$ cat config.mk
export PLATFORM = sky130hd
export DESIGN_NAME = nr_divide_normalize_8
export DESIGN_NICKNAME = d
export VERILOG_FILES = /design/src/rtl/nr_divide_normalize_8.sv
export SDC_FILE = /design/constraint.sdc
export NUM_CORES = 1
export LEC_CHECK = 0
export CELL_PAD_IN_SITES_DETAIL_PLACEMENT = 1
export CELL_PAD_IN_SITES_GLOBAL_PLACEMENT = 2
export CORE_MARGIN = 2
export CORE_UTILIZATION = 38
export CTS_BUF_LIST = sky130_fd_sc_hd__clkbuf_16
export DETAILED_ROUTE_END_ITERATION = 16
export DONT_BUFFER_PORTS = 1
export PLACE_DENSITY_LB_ADDON = 0.1
export SLEW_MARGIN = 20
export SYNTH_ARGS = -nofsm -noshare
export SYNTH_HDL_FRONTEND = slang
export SYNTH_SLANG_ARGS = --single-unit
$ cat constraint.sdc
create_clock -name clk -period 2.05 [get_ports clk]
set_input_delay 0.205 -clock clk [delete_from_list [all_inputs] [get_ports clk]]
set_output_delay 0.205 -clock clk [all_outputs]
set_load 0.05 [all_outputs]
$ cat src/rtl/nr_divide_normalize_8.sv
// nr_divide_normalize_8: two-stage operand normalizer feeding a Newton-Raphson
// divider. S1 captures magnitudes, quotient sign and zero flags; S2 finds the
// leading-zero count of the denominator, left-justifies it and holds the result
// until the downstream core accepts it.
module nr_divide_normalize_8 (
  input  logic       clk,
  input  logic       rst,
  input  logic       in_valid,
  output logic       in_ready,
  input  logic [7:0] ne,
  input  logic [7:0] de,
  output logic       out_valid,
  input  logic       out_ready,
  output logic [7:0] n_mag,
  output logic [7:0] d_norm,
  output logic [2:0] shift,
  output logic       neg,
  output logic       div_zero,
  output logic [7:0] dz_count
);

  localparam int unsigned W  = 8;
  localparam int unsigned SW = 3;

  // Two's-complement magnitude; -128 wraps to 8'h80.
  function automatic logic [W-1:0] mag(input logic [W-1:0] x);
    return x[W-1] ? W'(~x + W'(1)) : x;
  endfunction

  logic          s1_valid_q, s1_valid_d;
  logic [W-1:0]  s1_n_mag_q, s1_n_mag_d;
  logic [W-1:0]  s1_d_mag_q, s1_d_mag_d;
  logic          s1_neg_q,   s1_neg_d;
  logic          s1_dz_q,    s1_dz_d;

  logic          s2_valid_q,  s2_valid_d;
  logic [W-1:0]  s2_n_mag_q,  s2_n_mag_d;
  logic [W-1:0]  s2_d_norm_q, s2_d_norm_d;
  logic [SW-1:0] s2_shift_q,  s2_shift_d;
  logic          s2_neg_q,    s2_neg_d;
  logic          s2_dz_q,     s2_dz_d;
  logic [W-1:0]  dz_count_q,  dz_count_d;

  logic          s2_load;
  logic          s1_load;
  logic [SW-1:0] lzc;
  logic [W-1:0]  d_shifted;

  // Stage load conditions: S2 refills when empty or draining, S1 when empty or advancing.
  always_comb begin
    s2_load  = !s2_valid_q || out_ready;
    s1_load  = !s1_valid_q || s2_load;
    in_ready = s1_load;
  end

  // S1 next state: capture magnitudes, quotient sign and divide-by-zero flag.
  always_comb begin
    s1_valid_d = s1_valid_q;
    s1_n_mag_d = s1_n_mag_q;
    s1_d_mag_d = s1_d_mag_q;
    s1_neg_d   = s1_neg_q;
    s1_dz_d    = s1_dz_q;
    if (s1_load) begin
      s1_valid_d = in_valid;
      if (in_valid) begin
        s1_n_mag_d = mag(ne);
        s1_d_mag_d = mag(de);
        s1_dz_d    = (de == '0);
        s1_neg_d   = (de != '0) && (ne != '0) && (ne[W-1] ^ de[W-1]);
      end
    end
  end

  // Leading-zero count of the denominator magnitude; highest set bit wins, zero gives 0.
  always_comb begin
    lzc = '0;
    for (int i = 0; i < int'(W); i++) begin
      if (s1_d_mag_q[i]) lzc = SW'(int'(W) - 1 - i);
    end
    d_shifted = s1_d_mag_q << lzc;
  end

  // S2 next state: register normalized result, hold while stalled; count div-by-zero transfers.
  always_comb begin
    s2_valid_d  = s2_valid_q;
    s2_n_mag_d  = s2_n_mag_q;
    s2_d_norm_d = s2_d_norm_q;
    s2_shift_d  = s2_shift_q;
    s2_neg_d    = s2_neg_q;
    s2_dz_d     = s2_dz_q;
    dz_count_d  = dz_count_q;
    if (s2_load) begin
      s2_valid_d = s1_valid_q;
      if (s1_valid_q) begin
        s2_n_mag_d  = s1_n_mag_q;
        s2_d_norm_d = d_shifted;
        s2_shift_d  = lzc;
        s2_neg_d    = s1_neg_q;
        s2_dz_d     = s1_dz_q;
      end
    end
    if (s2_valid_q && out_ready && s2_dz_q && (dz_count_q != {W{1'b1}})) begin
      dz_count_d = dz_count_q + W'(1);
    end
  end

  // Pipeline registers with asynchronous clear.
  always_ff @(posedge clk or posedge rst) begin
    if (rst) begin
      s1_valid_q  <= 1'b0;
      s1_n_mag_q  <= '0;
      s1_d_mag_q  <= '0;
      s1_neg_q    <= 1'b0;
      s1_dz_q     <= 1'b0;
      s2_valid_q  <= 1'b0;
      s2_n_mag_q  <= '0;
      s2_d_norm_q <= '0;
      s2_shift_q  <= '0;
      s2_neg_q    <= 1'b0;
      s2_dz_q     <= 1'b0;
      dz_count_q  <= '0;
    end else begin
      s1_valid_q  <= s1_valid_d;
      s1_n_mag_q  <= s1_n_mag_d;
      s1_d_mag_q  <= s1_d_mag_d;
      s1_neg_q    <= s1_neg_d;
      s1_dz_q     <= s1_dz_d;
      s2_valid_q  <= s2_valid_d;
      s2_n_mag_q  <= s2_n_mag_d;
      s2_d_norm_q <= s2_d_norm_d;
      s2_shift_q  <= s2_shift_d;
      s2_neg_q    <= s2_neg_d;
      s2_dz_q     <= s2_dz_d;
      dz_count_q  <= dz_count_d;
    end
  end

  assign out_valid = s2_valid_q;
  assign n_mag     = s2_n_mag_q;
  assign d_norm    = s2_d_norm_q;
  assign shift     = s2_shift_q;
  assign neg       = s2_neg_q;
  assign div_zero  = s2_dz_q;
  assign dz_count  = dz_count_q;

endmodule

# After elaboration in Yosys (flattened, before gate mapping)
# Index checks and enable logic that the tools add are counted.
# word_totals
regBits	49
input_bits	20
wordCells	44
# classes
n_addsub	3
n_eq_ne	1
shift	1
n_mux	10
bitwise	3
reduce_logical	14
# op_table
cell	n
8-bit by 1-bit adder with 8-bit output (second input constant)	3
3-bit 2-to-1 mux	8
8-bit 2-to-1 mux	2
8-bit NOT	2
8-bit nonzero test	2
8-bit zero test	1
8-bit inequality test (second input constant)	1
8-bit by 3-bit << shifter with 8-bit output	1
1-bit logical AND	5
2-bit AND reduction	2
1-bit zero test	2
1-bit logical OR	2
1-bit XOR	1

# Longest topological paths before layout
# Gate-level depths: netlist of the first run.
# depth
word_depth	9
ltp_mapped	7
depth_no_buf	7

# Least setup slack after synthesis of the first run
# No wires, ideal clock.
# synth_timing
kind	register to register
start	register s2_valid_q, in the netlist out_valid
end	register s1_d_mag_q[1]
arrival_time_ns	1.968
setup_slack_ns	-0.054
stages_incl_launch_ff	5
path_buffers	1
path_cell_list	dfrtp_1 nand3b_1 nand2_1 clkbuf_1 o21ai_0
# synth_between
elab_chain_cells	4
# synth_lines
item	line	rtl
start: declaration	36	logic s2_valid_q, s2_valid_d;
start signal: assignment	128	s2_valid_q <= s2_valid_d;
1-bit zero test	51	s2_load = !s2_valid_q || out_ready;
1-bit logical OR	51	
1-bit logical OR	52	s1_load = !s1_valid_q || s2_load;
named net in_ready	9	output logic in_ready,
2-bit AND reduction (no line)	--	
end signal: assignment	125	s1_d_mag_q <= s1_d_mag_d;
end: declaration	32	logic [W-1:0] s1_d_mag_q, s1_d_mag_d;
# The timed path passes the listed nets, and every way through them passes these cells.
# A chain may end at the register's enable or synchronous reset.

# Final worst setup path of the first run
# layout_timing
start	register s1_d_mag_q[5]
end	register s2_d_norm_q[5], in the netlist d_norm[5]
# layout_between
elab_chain_cells	4
# layout_lines
item	line	rtl
3-bit 2-to-1 mux (3 in series)	78	if (s1_d_mag_q[i]) lzc = SW'(int'(W) - 1 - i);
8-bit by 3-bit << shifter with 8-bit output (*)	80	d_shifted = s1_d_mag_q << lzc;
end signal: assignment	130	s2_d_norm_q <= s2_d_norm_d;
end: declaration	38	logic [W-1:0] s2_d_norm_q, s2_d_norm_d;
# Mark *: on every way between the ends. The rest lies on a longest branch, timed or not.

==> reports/qor.tcl, run 1 <==
set qor(outcome) {finished clean}
set qor(final.period_utilization) 0.875
set qor(synth.ff_latch_count) 49
set qor(pleak_nw) 1.31
set qor(initial_utilization) 0.394
set qor(fmax_mhz) 557
set qor(ctsRootBufferMaster) {sky130_fd_sc_hd__clkbuf_16}
set qor(path_cells) {or4_4, o211ai_2, a311oi_1, a221o_1}
set qor(clk_latency_ps) 280
set qor(synthTopCellsByCount) {sky130_fd_sc_hd__nand2_1, sky130_fd_sc_hd__dfrtp_1, sky130_fd_sc_hd__o21ai_0, sky130_fd_sc_hd__nor2_1, sky130_fd_sc_hd__inv_1}
set qor(ff2ff_path_depth) 4
set qor(numClockSinks) 49
set qor(fin_skew_ps) 3.87
set qor(synth.lib_cells_used.distinct) 52
set qor(peakVddDrop_mv) 0.713
set qor(gp_congestion) 0.802
set qor(routed_wire_length_per_instance_um) 16.0
set qor(cts_buffer_depth) 2
set qor(cpLargestDelayFamily) {compound AO/OA/AOI/OAI gates}
set qor(hpwl_um) 4470
set qor(synth-seq-area-share) 0.488
set qor(placement.io_buffers) 0
set qor(data_arrival_time_of_the_critical_path_ps) 1960
set qor(postSynthAreaPerCell_um2) 9.31
set qor(floorplan.die_area_um2) 7280
set qor(overall_fraction_of_global_route_tracks_in_use) 0.174
set qor(postSynth.topFlopCell) {sky130_fd_sc_hd__dfrtp_1}
set qor(yosys.area.top_type) {sky130_fd_sc_hd__dfrtp_1}
set qor(drt_drc_violations_left) 0
set qor(critPathLaunchType) {register}
set qor(maxSlewHeadroom) 0.566
set qor(drive_above_1_share) 0.123
set qor(io-pin-count) 51
set qor(post_synth_edffs) 0
set qor(netlist_top_cells_area) {sky130_fd_sc_hd__dfrtp_1, sky130_fd_sc_hd__nand2_1, sky130_fd_sc_hd__o21ai_0}
set qor(cts_tree) {built}
set qor(cts_repair_resize_count) 0
set qor(worst_slack_ps) 256
set qor(layout_min_cycle_time_ps) 1790
set qor(dp.cells) 352
set qor(layoutNonFillerInstCount) 362
set qor(numCtsBuffers) 5
set qor(place_area_um2) 2690
set qor(timing.critical_path.buf_inv) 0
set qor(path_class) {reg -> reg}
set qor(timing.max_cap.violations) 0
set qor(netlist_area_um2) 2510
set qor(reg2reg_slack_ps) 260
set qor(power.total_mw) 2.93
set qor(totalWireLength_um) 5800
set qor(global_route_wire_length_before_repair_um) 10100
set qor(detailroute.via_count) 1966
set qor(cp.depth) 4
set qor(slowest_delay_ps) 580
set qor(setup_viol) 0
set qor(x_dimension_of_the_die_um) 85.4
set qor(num_antenna_cells) 0
set qor(holdCritPathClass) {in -> reg}
set qor(largest_net_degree_at_the_start_of_global_routing) 33
set qor(slew_at_the_pin_closest_to_its_max_slew_limit_ps) 649
set qor(clock_pin_slew_on_the_worst_setup_and_hold_paths_ps) 70
set qor(postSynthCellCount) 270
set qor(yosysMostFrequentCell) {sky130_fd_sc_hd__nand2_1}
set qor(final-hold-violation-count) 0
set qor(postSynthNetCount) 293
set qor(area_delta_synth_final_pct) 13.6
set qor(layout.nets) 307
set qor(crit_required_ps) 2220
set qor(worst_hold_path.num_cells) 1
set qor(totalNegativeSetupSlack_ps) 0
set qor(synth_largest_type_area_fraction) 0.488
set qor(initial_antenna_violation_count) 0
set qor(post-place-ws_ps) 272
set qor(worstPathMaxFanout) 7
set qor(endpoint_kind_of_the_worst_setup_timing_path) {register}
set qor(cts.htree.levels) 2
set qor(globalRoute.totalOverflow) 0
set qor(post_route_worst_hold_slack_ps) 33.3
set qor(first_iter_violations) 58
set qor(first_pass_iters) 4
set qor(first_global_vias) 2035
set qor(detail_route.vias_per_cell) 5.43
set qor(die_height_um) 85.4
set qor(yosys_warnings) 0
set qor(route.antenna.remaining_nets) 0
set qor(design_area_um2) 2860
set qor(critical_path.slowest_cell) {sky130_fd_sc_hd__or4_4}
set qor(placeableCoreArea_um2) 6390
set qor(async_flop_share) 1.00
set qor(fin_util) 0.447
set qor(final-max-slew-violation-count) 0
set qor(power_per_cell_area_nw_per_um2) 1030
set qor(placementRows) 29
set qor(unrepaired_setup_endpoints_after_global_routing) {false}
==> path summary, 6_finish.rpt <==
| path | startpoint | to |
|---|---|---|
| setup reg to reg | s1_d_mag_q[5]$_DFFE_PP0P_ | d_norm[5]$_DFFE_PP0P_ |
| min in group asynchronous | rst | d_norm[7]$_DFFE_PP0P_ |
| max in group asynchronous | rst | s1_valid_q$_DFFE_PP0N_ |
| hold / removal | in_valid | s1_valid_q$_DFFE_PP0N_ |
| setup / recovery | s1_d_mag_q[5]$_DFFE_PP0P_ | d_norm[5]$_DFFE_PP0P_ |
| hold reg to reg | s1_n_mag_q[0]$_DFFE_PP0P_ | n_mag[0]$_DFFE_PP0P_ |
==> worst register-to-register path, stage by stage, from the launching register on <==
cell and delay, ps:
sky130_fd_sc_hd__dfrtp_1 470, sky130_fd_sc_hd__or4_4 580, sky130_fd_sc_hd__o211ai_2 260, sky130_fd_sc_hd__a311oi_1 90, sky130_fd_sc_hd__a221o_1 270
==> repair_timing <==
| action | 4_1_cts | 5_1_grt |
|---|---|---|
| hold endpoints to repair | 31 | 0 |
| buffers inserted | 0 | 0 |
| hold buffers | 2 | 0 |
| setup endpoints to repair | 0 | 0 |
==> logic make-up after synthesis <==
group           share of synthesized area
fa+ha+maj                          0.0149
compound gates                      0.170
buf+inv                            0.0413
flops                               0.488
xor+xnor                           0.0592
mux                                0.0209
simple gates                        0.206
==> placed cells by master, fill, tap and decap left out, drive strengths merged, types with 5 or more instances in the layout <==
cell type / n
nand2: 65
buf: 19
nor2: 13
inv: 12
a21oi: 6
o21ai: 22
nand2b: 8
xnor2: 7
clkbuf: 5
dfrtp: 49
o31ai: 5
xor2: 10
==> final cells by class <==
| class | instances | area (um^2) |
|---|---|---|
| clock inverters | 3 | 20.0 |
| inverters | 11 | 41.3 |
| well taps | 77 | 96.3 |
| repair buffers | 21 | 163 |
| flip-flops and latches | 49 | 1230 |
| multi-input cells | 196 | 1180 |
| clock buffers | 5 | 125 |
| fillers | 740 | 3530 |
==> layer usage <==
metal / global-route usage / part of all wire
met1: 0.254 / 0.50
met4: 0.0476 / 0.011
met3: 0.0409 / 0.054
met5: 0 / 0
met2: 0.260 / 0.44
==> registers in the layout (all words and copies together) (netlist names) <==
register	cells
out_valid	1
dz_count	8
s1_dz_q	1
div_zero	1
s1_valid_q	1
s1_d_mag_q	8
s1_n_mag_q	8
s1_neg_q	1
n_mag	8
shift	3
d_norm	8
neg	1
==> report_power, final <==
part / total [mW] / leakage (nW) / internal (mW) / switching (mW)
registers: 1.62 / 0.620 / 1.11 / 0.505
clock network: 0.805 / 0.0679 / 0.452 / 0.353
logic: 0.510 / 0.626 / 0.210 / 0.299
No activity file was read; power rests on OpenSTA's default activity.
==> run 2: changes to the inputs <==
==> constraint.sdc (replaced) <==
create_clock -name clk -period 1.7 [get_ports clk]
set_input_delay 0.17 -clock clk [delete_from_list [all_inputs] [get_ports clk]]
set_output_delay 0.17 -clock clk [all_outputs]
set_load 0.1 [all_outputs]
==> reports/qor.tcl, run 2 (synthesized netlist as in run 1, its figures left out) <==
set qor(first_global_vias) 2193 ;# +7.8%
set qor(holdCritPathClass) {in -> reg}
set qor(area_delta_synth_final_pct) 29.4
set qor(fin_skew_ps) 7.86 ;# +3.99 ps
set qor(first_pass_iters) 4 ;# unchanged
set qor(numCtsBuffers) 5 ;# unchanged
set qor(largest_net_degree_at_the_start_of_global_routing) 40 ;# +21%
set qor(unrepaired_setup_endpoints_after_global_routing) {true}
set qor(numClockSinks) 49 ;# unchanged
set qor(multi_input_comb_area_um2) 1250 ;# +5.7%
set qor(most_common_cell_after_layout_fill_and_taps_aside) {sky130_fd_sc_hd__nand2_1}
set qor(cts.htree.levels) 2 ;# unchanged
set qor(layout.nets) 344 ;# +12%
set qor(routed.top_layer) {met4}
set qor(hpwl_um) 4690 ;# +4.9%
set qor(critical_path.slowest_cell) {sky130_fd_sc_hd__or4_4}
set qor(reg2reg_slack_ps) 30 ;# -220 ps
set qor(first_iter_violations) 90 ;# +55%
set qor(placement.io_buffers) 0 ;# unchanged
set qor(layout_min_cycle_time_ps) 1670 ;# -129 ps
set qor(regArea_um2) 1260 ;# +2.7%
set qor(drt_drc_violations_left) 0 ;# unchanged
set qor(placementRows) 29 ;# unchanged
set qor(route.antenna.remaining_nets) 0 ;# unchanged
set qor(worstPathMaxFanout) 3 ;# -4
set qor(x_dimension_of_the_die_um) 85.4 ;# unchanged
set qor(final-max-slew-violation-count) 0 ;# unchanged
set qor(design_area_um2) 3250 ;# +14%
set qor(path_class) {reg -> reg}
set qor(final.period_utilization) 0.980 ;# +0.104
set qor(post_route_worst_hold_slack_ps) 44.4 ;# +11.1 ps
set qor(cpLargestDelayFamily) {simple AND/OR/NAND/NOR gates}
set qor(routed_wire_length_per_instance_um) 15.6 ;# -2.3%
set qor(die_height_um) 85.4 ;# unchanged
set qor(most-common-layout-cells) {sky130_fd_sc_hd__nand2_1, sky130_fd_sc_hd__buf_4, sky130_fd_sc_hd__dfrtp_1, sky130_fd_sc_hd__o21ai_0}
set qor(num-fill-cells) 750 ;# +1.4%
set qor(path_cells) {or4_4, o211ai_4, buf_6, a221oi_2, o221ai_1, nand2_1}
set qor(maxSlewHeadroom) 0.683 ;# +0.116
set qor(slowest_delay_ps) 590 ;# about the same
set qor(power.total_mw) 4.39 ;# +50%
set qor(dr_wl_met2_um) 2960 ;# +17%
set qor(peakVddDrop_mv) 1.07 ;# +51%
set qor(gp_congestion) 0.926 ;# +16%
set qor(totalNegativeSetupSlack_ps) 0 ;# unchanged
set qor(power_per_cell_area_nw_per_um2) 1350 ;# +31%
set qor(place_area_um2) 2960 ;# +10%
set qor(slew_at_the_pin_closest_to_its_max_slew_limit_ps) 473 ;# -176 ps
set qor(detail_route.vias_per_cell) 5.29 ;# -2.5%
set qor(outcome) {finished clean}
set qor(final-hold-violation-count) 0 ;# unchanged
set qor(totalWireLength_um) 6240 ;# +7.6%
set qor(routed-wl-met3_um) 329 ;# +5.4%
set qor(timing.max_cap.violations) 0 ;# unchanged
set qor(num_antenna_cells) 0 ;# unchanged
set qor(pleak_nw) 1.50 ;# +14%
set qor(setup_viol) 0 ;# unchanged
set qor(drive_above_1_share) 0.295 ;# +0.172
set qor(critPathLaunchType) {register}
set qor(detailroute.via_count) 2112 ;# +7.4%
set qor(endpoint_kind_of_the_worst_setup_timing_path) {register}
set qor(initial_utilization) 0.394 ;# unchanged
set qor(cts_buffer_depth) 2 ;# unchanged
set qor(fmax_mhz) 600 ;# +7.7%
set qor(clock_pin_slew_on_the_worst_setup_and_hold_paths_ps) 70 ;# about the same
set qor(initial_antenna_violation_count) 0 ;# unchanged
set qor(crit_required_ps) 1870 ;# -350 ps
set qor(routedLengthMet1_um) 2870 ;# -0.45%
set qor(clk_latency_ps) 290 ;# about the same
set qor(data_arrival_time_of_the_critical_path_ps) 1830 ;# -130 ps
set qor(io-pin-count) 51 ;# unchanged
set qor(floorplan.die_area_um2) 7280 ;# unchanged
set qor(fin_util) 0.510 ;# +0.0621
set qor(overall_fraction_of_global_route_tracks_in_use) 0.178 ;# +0.00411
set qor(ctsRootBufferMaster) {sky130_fd_sc_hd__clkbuf_16}
set qor(globalRoute.totalOverflow) 0 ;# unchanged
set qor(global_route_wire_length_before_repair_um) 10500 ;# +3.3%
set qor(timing.critical_path.buf_inv) 1 ;# +1
set qor(cts_tree) {built}
set qor(placeableCoreArea_um2) 6390 ;# unchanged
## run 2: cell type report
| type | instances | area share |
|---|---|---|
| Clock buffer | 5 | 0.0384 |
| Clock inverter | 3 | 0.00615 |
| Inverter | 11 | 0.0127 |
| Multi-Input combinational cell | 196 | 0.385 |
| Sequential cell | 49 | 0.387 |
| Tap cell | 77 | 0.0296 |
| Timing Repair Buffer | 58 | 0.141 |
## run 2: report_power, final
group	internal, mW	leakage, nW	switching (mW)
clock	0.545	0.0679	0.423
combinational	0.511	0.829	1.42
sequential	1.35	0.600	0.133
total	2.41	1.50	1.98
## run 2: path summary, 6_finish.rpt
kind | from | endpoint | cells after the start
worst max register to register | s1_d_mag_q[4]$_DFFE_PP0P_ | d_norm[4]$_DFFE_PP0P_ | 6
worst min-delay path | ne[7] | s1_n_mag_q[7]$_DFFE_PP0P_ | 1
min in group asynchronous | rst | s1_valid_q$_DFFE_PP0N_ | 2
worst min register to register | n_mag[6]$_DFFE_PP0P_ | n_mag[6]$_DFFE_PP0P_ | 2
worst max-delay path | s1_d_mag_q[4]$_DFFE_PP0P_ | d_norm[4]$_DFFE_PP0P_ | 6
max in group asynchronous | rst | dz_count[1]$_DFFE_PP0P_ | 3
## run 2: metal layers
layer / global-route usage / vias up
li1: - / 1041
met5: 0 / -
met2: 0.288 / 54
met4: 0.0577 / 0
met1: 0.239 / 1011
met3: 0.0389 / 6
## run 2: per-stage QoR
| stage | setup slack, ps | std cells |
|---|---|---|
| 2_1_floorplan | -625 | 270 |
| 3_3_place_gp | 40.7 | 381 |
| 3_5_place_dp | -8.21 | 381 |
| 4_1_cts | 10.6 | 392 |
| 5_1_grt | -57.1 | 399 |
| 6_report | 34.5 | 399 |
## run 2: timing repair
| action | in CTS | in global routing |
|---|---|---|
| hold buffers | 3 | 0 |
| gates cloned | 0 | 0 |
| pin swaps | 1 | 6 |
| hold endpoints to repair | 41 | 0 |
| resized for setup | 1 | 15 |
| setup endpoints to repair | 2 | 6 |
| setup buffers | 0 | 7 |
==> run 3: changes to the inputs <==
Settings changed: GPL_TIMING_DRIVEN set to 0.
==> reports/qor.tcl, run 3 (synthesized netlist as in run 1, its figures left out) <==
set qor(outcome) {finished, violations left}
set qor(detailroute.via_count) 1991 ;# -5.7%
set qor(area_delta_synth_final_pct) 26.2
set qor(reg2reg_slack_ps) -740 ;# -770 ps
set qor(x_dimension_of_the_die_um) 85.4 ;# unchanged
set qor(regToRegStartpoint) {out_valid$_DFFE_PP0P_}
set qor(worst_slack_ps) -738 ;# -772 ps
set qor(route.antenna.remaining_nets) 0 ;# unchanged
set qor(r2r-end) {s1_neg_q$_DFFE_PP0P_}
set qor(dp.cells) 348 ;# -8.7%
set qor(critPathLaunchType) {register}
set qor(num-fill-cells) 735 ;# -2.0%
set qor(cts.htree.levels) 2 ;# unchanged
set qor(final-hold-violation-count) 0 ;# unchanged
set qor(die_height_um) 85.4 ;# unchanged
set qor(cts_tree) {built}
set qor(globalRoute.totalOverflow) 0 ;# unchanged
set qor(drive_above_1_share) 0.267 ;# -0.0281
set qor(ctsRootBufferMaster) {sky130_fd_sc_hd__clkbuf_16}
set qor(global_route_wire_length_before_repair_um) 10100 ;# -3.6%
set qor(peakVddDrop_mv) 0.854 ;# -20%
set qor(fmax_mhz) 410 ;# -32%
set qor(crit_required_ps) 1880 ;# about the same
set qor(hold_path_startpoint) {de[0]}
set qor(worstPathMaxFanout) 7 ;# +4
set qor(final.period_utilization) 1.43 ;# +0.454
set qor(cts_buffer_depth) 2 ;# unchanged
set qor(maxSlewHeadroom) 0.253 ;# -0.430
set qor(drt_drc_violations_left) 0 ;# unchanged
set qor(first_global_vias) 2064 ;# -5.9%
set qor(regArea_um2) 1260 ;# +0.20%
set qor(totalNegativeSetupSlack_ps) -12950 ;# -12,950 ps
set qor(num_antenna_cells) 0 ;# unchanged
set qor(most_common_cell_after_layout_fill_and_taps_aside) {sky130_fd_sc_hd__nand2_1}
set qor(totalWireLength_um) 6050 ;# -3.1%
set qor(unrepaired_setup_endpoints_after_global_routing) {true}
set qor(first_pass_iters) 4 ;# unchanged
set qor(layout.nets) 318 ;# -7.6%
set qor(most-common-layout-cells) {sky130_fd_sc_hd__nand2_1, sky130_fd_sc_hd__dfrtp_1, sky130_fd_sc_hd__buf_4, sky130_fd_sc_hd__o21ai_0}
set qor(first_iter_violations) 102 ;# +13%
set qor(floorplan.die_area_um2) 7280 ;# unchanged
set qor(initial_antenna_violation_count) 0 ;# unchanged
set qor(endpoint_kind_of_the_worst_setup_timing_path) {register}
set qor(power_per_cell_area_nw_per_um2) 1370 ;# +1.8%
set qor(placementRows) 29 ;# unchanged
set qor(gp_congestion) 0.796 ;# -14%
set qor(overall_fraction_of_global_route_tracks_in_use) 0.173 ;# -0.00510
set qor(data_arrival_time_of_the_critical_path_ps) 2620 ;# +790 ps
set qor(hpwl_um) 4360 ;# -7.1%
set qor(io-pin-count) 51 ;# unchanged
set qor(routed_wire_length_per_instance_um) 16.2 ;# +3.6%
set qor(pleak_nw) 1.38 ;# -7.5%
set qor(clk_latency_ps) 290 ;# about the same
set qor(path_class) {reg -> reg}
set qor(initial_utilization) 0.394 ;# unchanged
set qor(detail_route.vias_per_cell) 5.34 ;# +0.84%
set qor(clock_pin_slew_on_the_worst_setup_and_hold_paths_ps) 70 ;# about the same
set qor(multi_input_comb_area_um2) 1330 ;# +6.5%
set qor(fin_util) 0.497 ;# -0.0127
set qor(placeableCoreArea_um2) 6390 ;# unchanged
set qor(layout_min_cycle_time_ps) 2440 ;# +772 ps
set qor(holdCritPathClass) {in -> reg}
set qor(worstHoldEndpoint) {s1_d_mag_q[0]$_DFFE_PP0P_}
set qor(final-max-slew-violation-count) 0 ;# unchanged
set qor(power.total_mw) 4.35 ;# -0.77%
set qor(layoutNonFillerInstCount) 373 ;# -6.5%
set qor(largest_net_degree_at_the_start_of_global_routing) 34 ;# -15%
set qor(timing.max_cap.violations) 0 ;# unchanged
set qor(placement.io_buffers) 0 ;# unchanged
set qor(setup_viol) 22 ;# +22
set qor(ff2ff_path_depth) 4 ;# -2
set qor(worst_hold_path.num_cells) 2 ;# +1
set qor(slew_at_the_pin_closest_to_its_max_slew_limit_ps) 1120 ;# +644 ps
set qor(fin_skew_ps) 6.69 ;# -1.17 ps
set qor(numClockSinks) 49 ;# unchanged
set qor(violations_in_the_final_reports) {negative setup slack}
set qor(numCtsBuffers) 5 ;# unchanged
-- run 3: cell count changes in the layout (fill, tap and decap cells not counted), sizes merged --
cell	delta
buf	-31
clkbuf	+6
bufinv	+1
clkinvlp	-1
dlygate4sd3	-1
-- run 3: worst max-delay path by stage --
stage	startpoint	endpoint	slack, ps	depth (start not counted)
detailed placement	out_valid$_DFFE_PP0P_	s1_d_mag_q[1]$_DFFE_PP0P_	-860	4
floorplan	out_valid$_DFFE_PP0P_	s1_d_mag_q[1]$_DFFE_PP0P_	-630	4
global route	out_valid$_DFFE_PP0P_	s1_neg_q$_DFFE_PP0P_	-780	4
global placement	out_valid$_DFFE_PP0P_	s1_d_mag_q[1]$_DFFE_PP0P_	-850	4
finish	out_valid$_DFFE_PP0P_	s1_neg_q$_DFFE_PP0P_	-740	4
CTS	out_valid$_DFFE_PP0P_	s1_neg_q$_DFFE_PP0P_	-740	4
-- run 3: per-stage QoR --
stage / setup slack [ps] / hold WS (ps) / instance area (um^2)
2_1_floorplan: -625 / 278 / 2560
4_1_cts: -740 / 62.5 / 3060
3_5_place_dp: -862 / 51.4 / 2680
5_1_grt: -777 / 52.8 / 3170
6_report: -738 / 45.4 / 3170
3_3_place_gp: -852 / 282 / 2660
-- run 3: power breakdown --
part	internal (mW)	total (mW)	switching, mW	leakage [nW]
sequential	1.33	2.39	1.06	0.600
clock	0.692	1.13	0.436	0.0852
combinational	0.368	0.832	0.464	0.699
-- run 3: layout make-up --
cell class,instances,share of cell area
multi-input combinational,196,0.420
sequential,49,0.398
timing repair buffer,19,0.0517
clock buffer,5,0.0394
buffer,13,0.0339
tap,77,0.0304
clock inverter,3,0.0134
inverter,11,0.0130
-- run 3: timing repair --
action | CTS | global route
setup buffers | 10 | 6
hold endpoints to repair | 17 | 0
hold buffers | 2 | 0
pin swaps | 9 | 7
endpoints found under the setup margin | 41 | 42
resized for setup | 27 | 28
-- run 3: worst max-delay path, stage by stage, from the launching register on --
cell and delay [ps]:
sky130_fd_sc_hd__dfrtp_4 630, sky130_fd_sc_hd__nand3b_1 860, sky130_fd_sc_hd__buf_6 440, sky130_fd_sc_hd__nand2_8 100, sky130_fd_sc_hd__mux2_4 300
-- run 3: routing by layer --
layer	vias up	global-route usage	part of all wire
met4	0	0.0519	0.014
met3	6	0.0554	0.056
li1	986	-	-
met1	943	0.237	0.48
met2	56	0.263	0.45
met5	-	0	0
==> RTL change 1: new RTL, settings of run 3 <==
Register the output `dz_count` once more, with the module's reset; this adds one clock of latency there. The other outputs are not delayed to match.
--- a/src/rtl/nr_divide_normalize_8.sv
+++ b/src/rtl/nr_divide_normalize_8.sv
@@ -141,7 +141,13 @@
   assign shift     = s2_shift_q;
   assign neg       = s2_neg_q;
   assign div_zero  = s2_dz_q;
-  assign dz_count  = dz_count_q;
+  always_ff @(posedge clk or posedge rst) begin
+    if (rst) begin
+      dz_count <= '0;
+    end else begin
+      dz_count <= dz_count_q;
+    end
+  end
 
 endmodule
 
Formal check against the unedited RTL: not equivalent (a bounded check fails within 4 cycles, from zero or initial values and one cycle with rst high).
==> RTL change 1 against run 3 <==
Final area up 7.4%; critical path type unchanged; power is 18% higher; routed wire length increased by 12%; critical endpoint is now s1_n_mag_q[7]; area after synthesis is 9.1% higher; global-route usage up 1.3 points; highest routed layer unchanged; die area rose by 8.6%; sequential cell count is 8 higher; sequential share of layout area increased by 2.3 points; worst setup slack better by 0.77 ns; core utilization decreased by 0.34 points.
==> RTL change 1: results (changes against run 3) <==
leakage 1.596 nW (+15%); slowest cell on the critical path dfrtp_4; sequential area share after synthesis 0.5201 (+0.03251); placed cells 379 (+8.9%); gr usage total 0.1862 (+0.01297); WL met3 380 um (+11%); pin count of the biggest net entering global routing 58 (+71%); multiplexer area fraction after synthesis 0.02235 (+0.001458); Slew @ Worst Pin 0.9140 ns (-0.2031 ns); global-route wire length before repair 11,180 um (+11%); Top delay family on crit path flip-flops; dpl hpwl 4490 um (+3.1%); Post-Place Setup Slack -0.9819 ns (-0.1199 ns); slowest stage delay, CP 0.63 ns (-0.23 ns); vias in the first global route 2,215 (+7.3%); met1 WL 3069 um (+5.5%); status complete, no violations; Clock H-tree levels 3 (+1); synth cell count leaders 63 x nand2_1, 57 x dfrtp_1, 19 x o21ai_0, 15 x nor2_1; post-synthesis sequential element count 57 (+16%); share of layout cells above drive strength 1 0.1981 (-0.06884); XOR/XNOR Fraction of Synth Area 0.05429 (-0.004916); Post-Syn Instances 283 (+4.8%); GRT met2 Usage 0.2863 (+0.02351); metal2 WL 3215 um (+19%); post-route insts no fill 404 (+8.3%); Clock transition at path regs 0.05 ns (-0.02 ns); grt met1 use 0.2496 (+0.01272); total CTS buffers 9 (+4); DRT iter0 DRCs 57 (-44%); Peak VDD IR 0.6106 mV (-29%); synth top area cells dfrtp_1 52%, nand2_1 8.6%, xor2_1 4.2%; met3 Resource Use GR 0.05633 (+0.0008776); placed inst area 2879 um^2 (+7.4%); routed via count 2,065 (+3.7%); initial antenna violation count 0 (unchanged); WL/cell 16.74 um (+3.3%); worst path arrival time 1.88 ns (-0.74 ns); Final nets 326 (+2.5%); clock skew 0.004009 ns (-0.002685 ns); post-synthesis adder-cell area fraction 0.01369 (-0.001239); Synth Net Count 306 (+4.4%); Synth Area in Compound Gates 0.1332 (-0.03694)
RTL change 1: changes by cell type in the layout (fill, tap and decap cells not counted), moves of 3 or more:
cell and delta:
dfrtp_1 +19, dfrtp_4 -6, o21ai_1 +11, xor2_1 +3, clkbuf_16 +8, o21ai_0 -12, buf_4 -11, inv_1 +3
dfrtp_2 -5, xnor2_1 -3, nor2_1 +5, a32o_1 -3
RTL change 1: cell type report:
cell class	instances	area, um^2
inverter	13	51.30
tap	96	120.1
clock inverter	7	71.32
timing repair buffer	10	103.9
sequential	57	1434
buffer	14	147.6
fill	794	3498
multi-input combinational	198	1255
clock buffer	9	225.2
RTL change 1: where the power goes:
group	leakage (nW)	total [mW]	switching, mW	internal [mW]
clock	0.143	1.77	0.641	1.13
sequential	0.734	2.57	1.05	1.52
combinational	0.720	0.776	0.444	0.332
total	1.60	5.12	2.14	2.98
RTL change 1: cell families after synthesis:
logic type / Yosys count
compound gates: 54
xor+xnor: 17
fa+ha+maj: 3
buf+inv: 28
flops: 57
mux: 6
simple gates: 118
RTL change 1: final timing paths:
check                         startpoint             to  slack, ns  cells past startpoint
min reg2reg                dz_count_q[1]    dz_count[1]       0.43                      0
min                                ne[0]  s1_n_mag_q[0]       0.02                      2
min in group asynchronous            rst    dz_count[4]       0.45                      2
max reg2reg                    out_valid  s1_n_mag_q[7]       0.03                      5
max in group asynchronous            rst       div_zero       0.71                      2
max                            out_valid  s1_n_mag_q[7]       0.03                      5
RTL change 1: what timing repair did:
item,in CTS,in global routing
gates cloned,1,0
endpoints found under the setup margin,40,12
hold buffers,2,0
gates resized for setup,35,9
setup buffers,3,2
pin swaps,3,2
endpoints found under the hold margin,58,0
==> RTL change 2: new RTL, settings of run 3 <==
Without the edit above. Make the reset (`rst`) synchronous in one clocked block. Comments in the files are not updated.
--- a/src/rtl/nr_divide_normalize_8.sv
+++ b/src/rtl/nr_divide_normalize_8.sv
@@ -105,7 +105,7 @@
   end
 
   // Pipeline registers with asynchronous clear.
-  always_ff @(posedge clk or posedge rst) begin
+  always_ff @(posedge clk) begin
     if (rst) begin
       s1_valid_q  <= 1'b0;
       s1_n_mag_q  <= '0;
Behaviour: differs if rst is asserted again (counterexample within 4 cycles, from zero or initial values and one cycle with rst high); with rst held inactive, the same outputs for 10 cycles.
==> RTL change 2 against run 3 <==
Worst setup slack improved by 0.78 ns; first-iteration DRC count decreased by 24%; sequential cell count did not move; cell count up 6.7%; routed wire length rose by 5.1%; area after synthesis fell by 4.9%; critical path type unchanged; final area decreased by 11%.
Power is not compared: it rests on default switching activity, and its combinational part moved more than twofold at a synthesized area within 25%.
==> RTL change 2: results (changes against run 3) <==
DRT iter0 DRCs 78 (-24%); distinct cell type count after synthesis 42 (-19%); routability cong. 0.7707 (-3.2%); Async SR Flop Fraction 0 (-1.000); global-route wire length before repair 10,690 um (+6.0%); grt met1 use 0.2525 (+0.01561); setup slack, reg-to-reg 0.04 ns (+0.78 ns); hold worst-path end s1_n_mag_q[0]; sequential area share after synthesis 0.4103 (-0.07731); WL/cell 15.96 um (-1.5%); met3 Resource Use GR 0.04672 (-0.008728); crit path launch s1_d_mag_q[4]; synth top area cells dfxtp_1 41%, nand2_1 7.8%, nor2_1 6.3%; Max Fanout on Critical Path 10 (+3); gr usage total 0.1873 (+0.01400); post-route insts no fill 398 (+6.7%); Clock transition at path regs 0.07 ns (about the same); placed cells 383 (+10%); share of layout cells above drive strength 1 0.1672 (-0.09971); Worst R2R End d_norm[3]; # diodes 0 (unchanged); Root Buffer clkbuf_16; Filler Cell Count 732 (-0.41%); Slew @ Worst Pin 1.009 ns (-0.1086 ns); Final nets 345 (+8.5%); slowest stage delay, CP 0.32 ns (-0.54 ns); GRT met2 Usage 0.2991 (+0.03634); port bufs 0 (unchanged); HP Start ne[0]; Post-Syn Instances 308 (+14%); Clock H-tree levels 2 (unchanged); leakage 1.033 nW; Hold WC Path Type in -> reg; synth cell count leaders 50 x nand2_1, 49 x dfxtp_1, 40 x nor2_1, 28 x a21oi_1, 14 x clkbuf_1; total CTS buffers 5 (unchanged); dpl hpwl 4759 um (+9.2%); status complete, no violations; detailed-route vias per instance 5.513 (+3.3%); pin count of the biggest net entering global routing 16 (-53%); Worst Reg2Reg Path Length in Cells 6 (+2); Synth Net Count 331 (+13%); clock skew 0.003564 ns (-0.003130 ns); slowest cell on the critical path dfxtp_1; maximum clock path buffer count 2 (unchanged); Crit path required time 1.88 ns (about the same); vias in the first global route 2,179 (+5.6%)
-- RTL change 2: cell types whose count changed in the layout (fill, tap and decap cells not counted), moves of 6 or more --
cell | run 3 | this run
dfrtp_1 | 36 | 0
dfxtp_4 | 0 | 9
buf_4 | 18 | 7
nor2_1 | 10 | 38
nand2b_1 | 8 | 2
a21oi_1 | 6 | 27
nor3_1 | 2 | 11
dfxtp_1 | 0 | 37
dfrtp_4 | 8 | 0
nand2_1 | 58 | 47
o21ai_0 | 17 | 7
a211oi_1 | 1 | 13
-- RTL change 2: final cells by class --
class,count,area share
Sequential cell,49,0.3600
Multi-Input combinational cell,230,0.4856
Clock inverter,3,0.006634
Timing Repair Buffer,7,0.01858
Tap cell,75,0.03317
Inverter,11,0.01460
Buffer,18,0.03715
Clock buffer,5,0.04423
-- RTL change 2: how the worst max path moves through the flow --
stage / slack, ns / end
floorplan: 0.04 / dz_count[4]
global placement: -0.16 / d_norm[0]
detailed placement: -0.17 / d_norm[0]
CTS: -0.02 / dz_count[4]
global route: -0.04 / d_norm[3]
finish: 0.04 / d_norm[3]
-- RTL change 2: critical path, delay by kind of cell (launching register included) --
kind / cells / cell delay (ns)
mux: 1 / 0.28
buf+inv: 1 / 0.13
flops: 1 / 0.32
simple gates: 1 / 0.07
compound gates: 3 / 0.75
-- RTL change 2: power breakdown --
part           switching (mW)  total (mW)  internal, mW
logic                   0.219       0.378         0.159
registers               0.182        1.37          1.19
clock network           0.422       0.961         0.540
total                   0.823        2.71          1.88
-- RTL change 2: through the flow --
step           setup WS (ns)  hold WS, ns  area (um^2)
2_1_floorplan        0.04031       0.3060         2419
3_3_place_gp         -0.1624       0.3263         2512
3_5_place_dp         -0.1747       0.3361         2512
4_1_cts             -0.02228      0.02921         2706
5_1_grt             -0.04406      0.03021         2829
6_report             0.04191      0.03771         2829
-- RTL change 2: cells by family after synthesis --
| kind of cell | Yosys count | synth area share |
|---|---|---|
| and+or+nand+nor | 129 | 0.2407 |
| AOI/OAI and AO/OA | 78 | 0.2104 |
| DFF | 49 | 0.4103 |
| buffers and inverters | 29 | 0.04709 |
| xor gates and xnor gates | 16 | 0.05861 |
| muxes | 4 | 0.01727 |
| adders and majority gates | 3 | 0.01570 |
-- RTL change 2: what timing repair did --
action | in CTS | in global routing
gates resized for setup | 19 | 29
pin swaps | 0 | 5
setup buffers | 0 | 7
endpoints found under the setup margin | 40 | 36
-- RTL change 2: per-layer routing --
metal / vias up / routed length (um)
li1: 1113 / -
met1: 1016 / 3022
met2: 61 / 2864
met3: 4 / 414
met4: 0 / 51
met5: - / 0
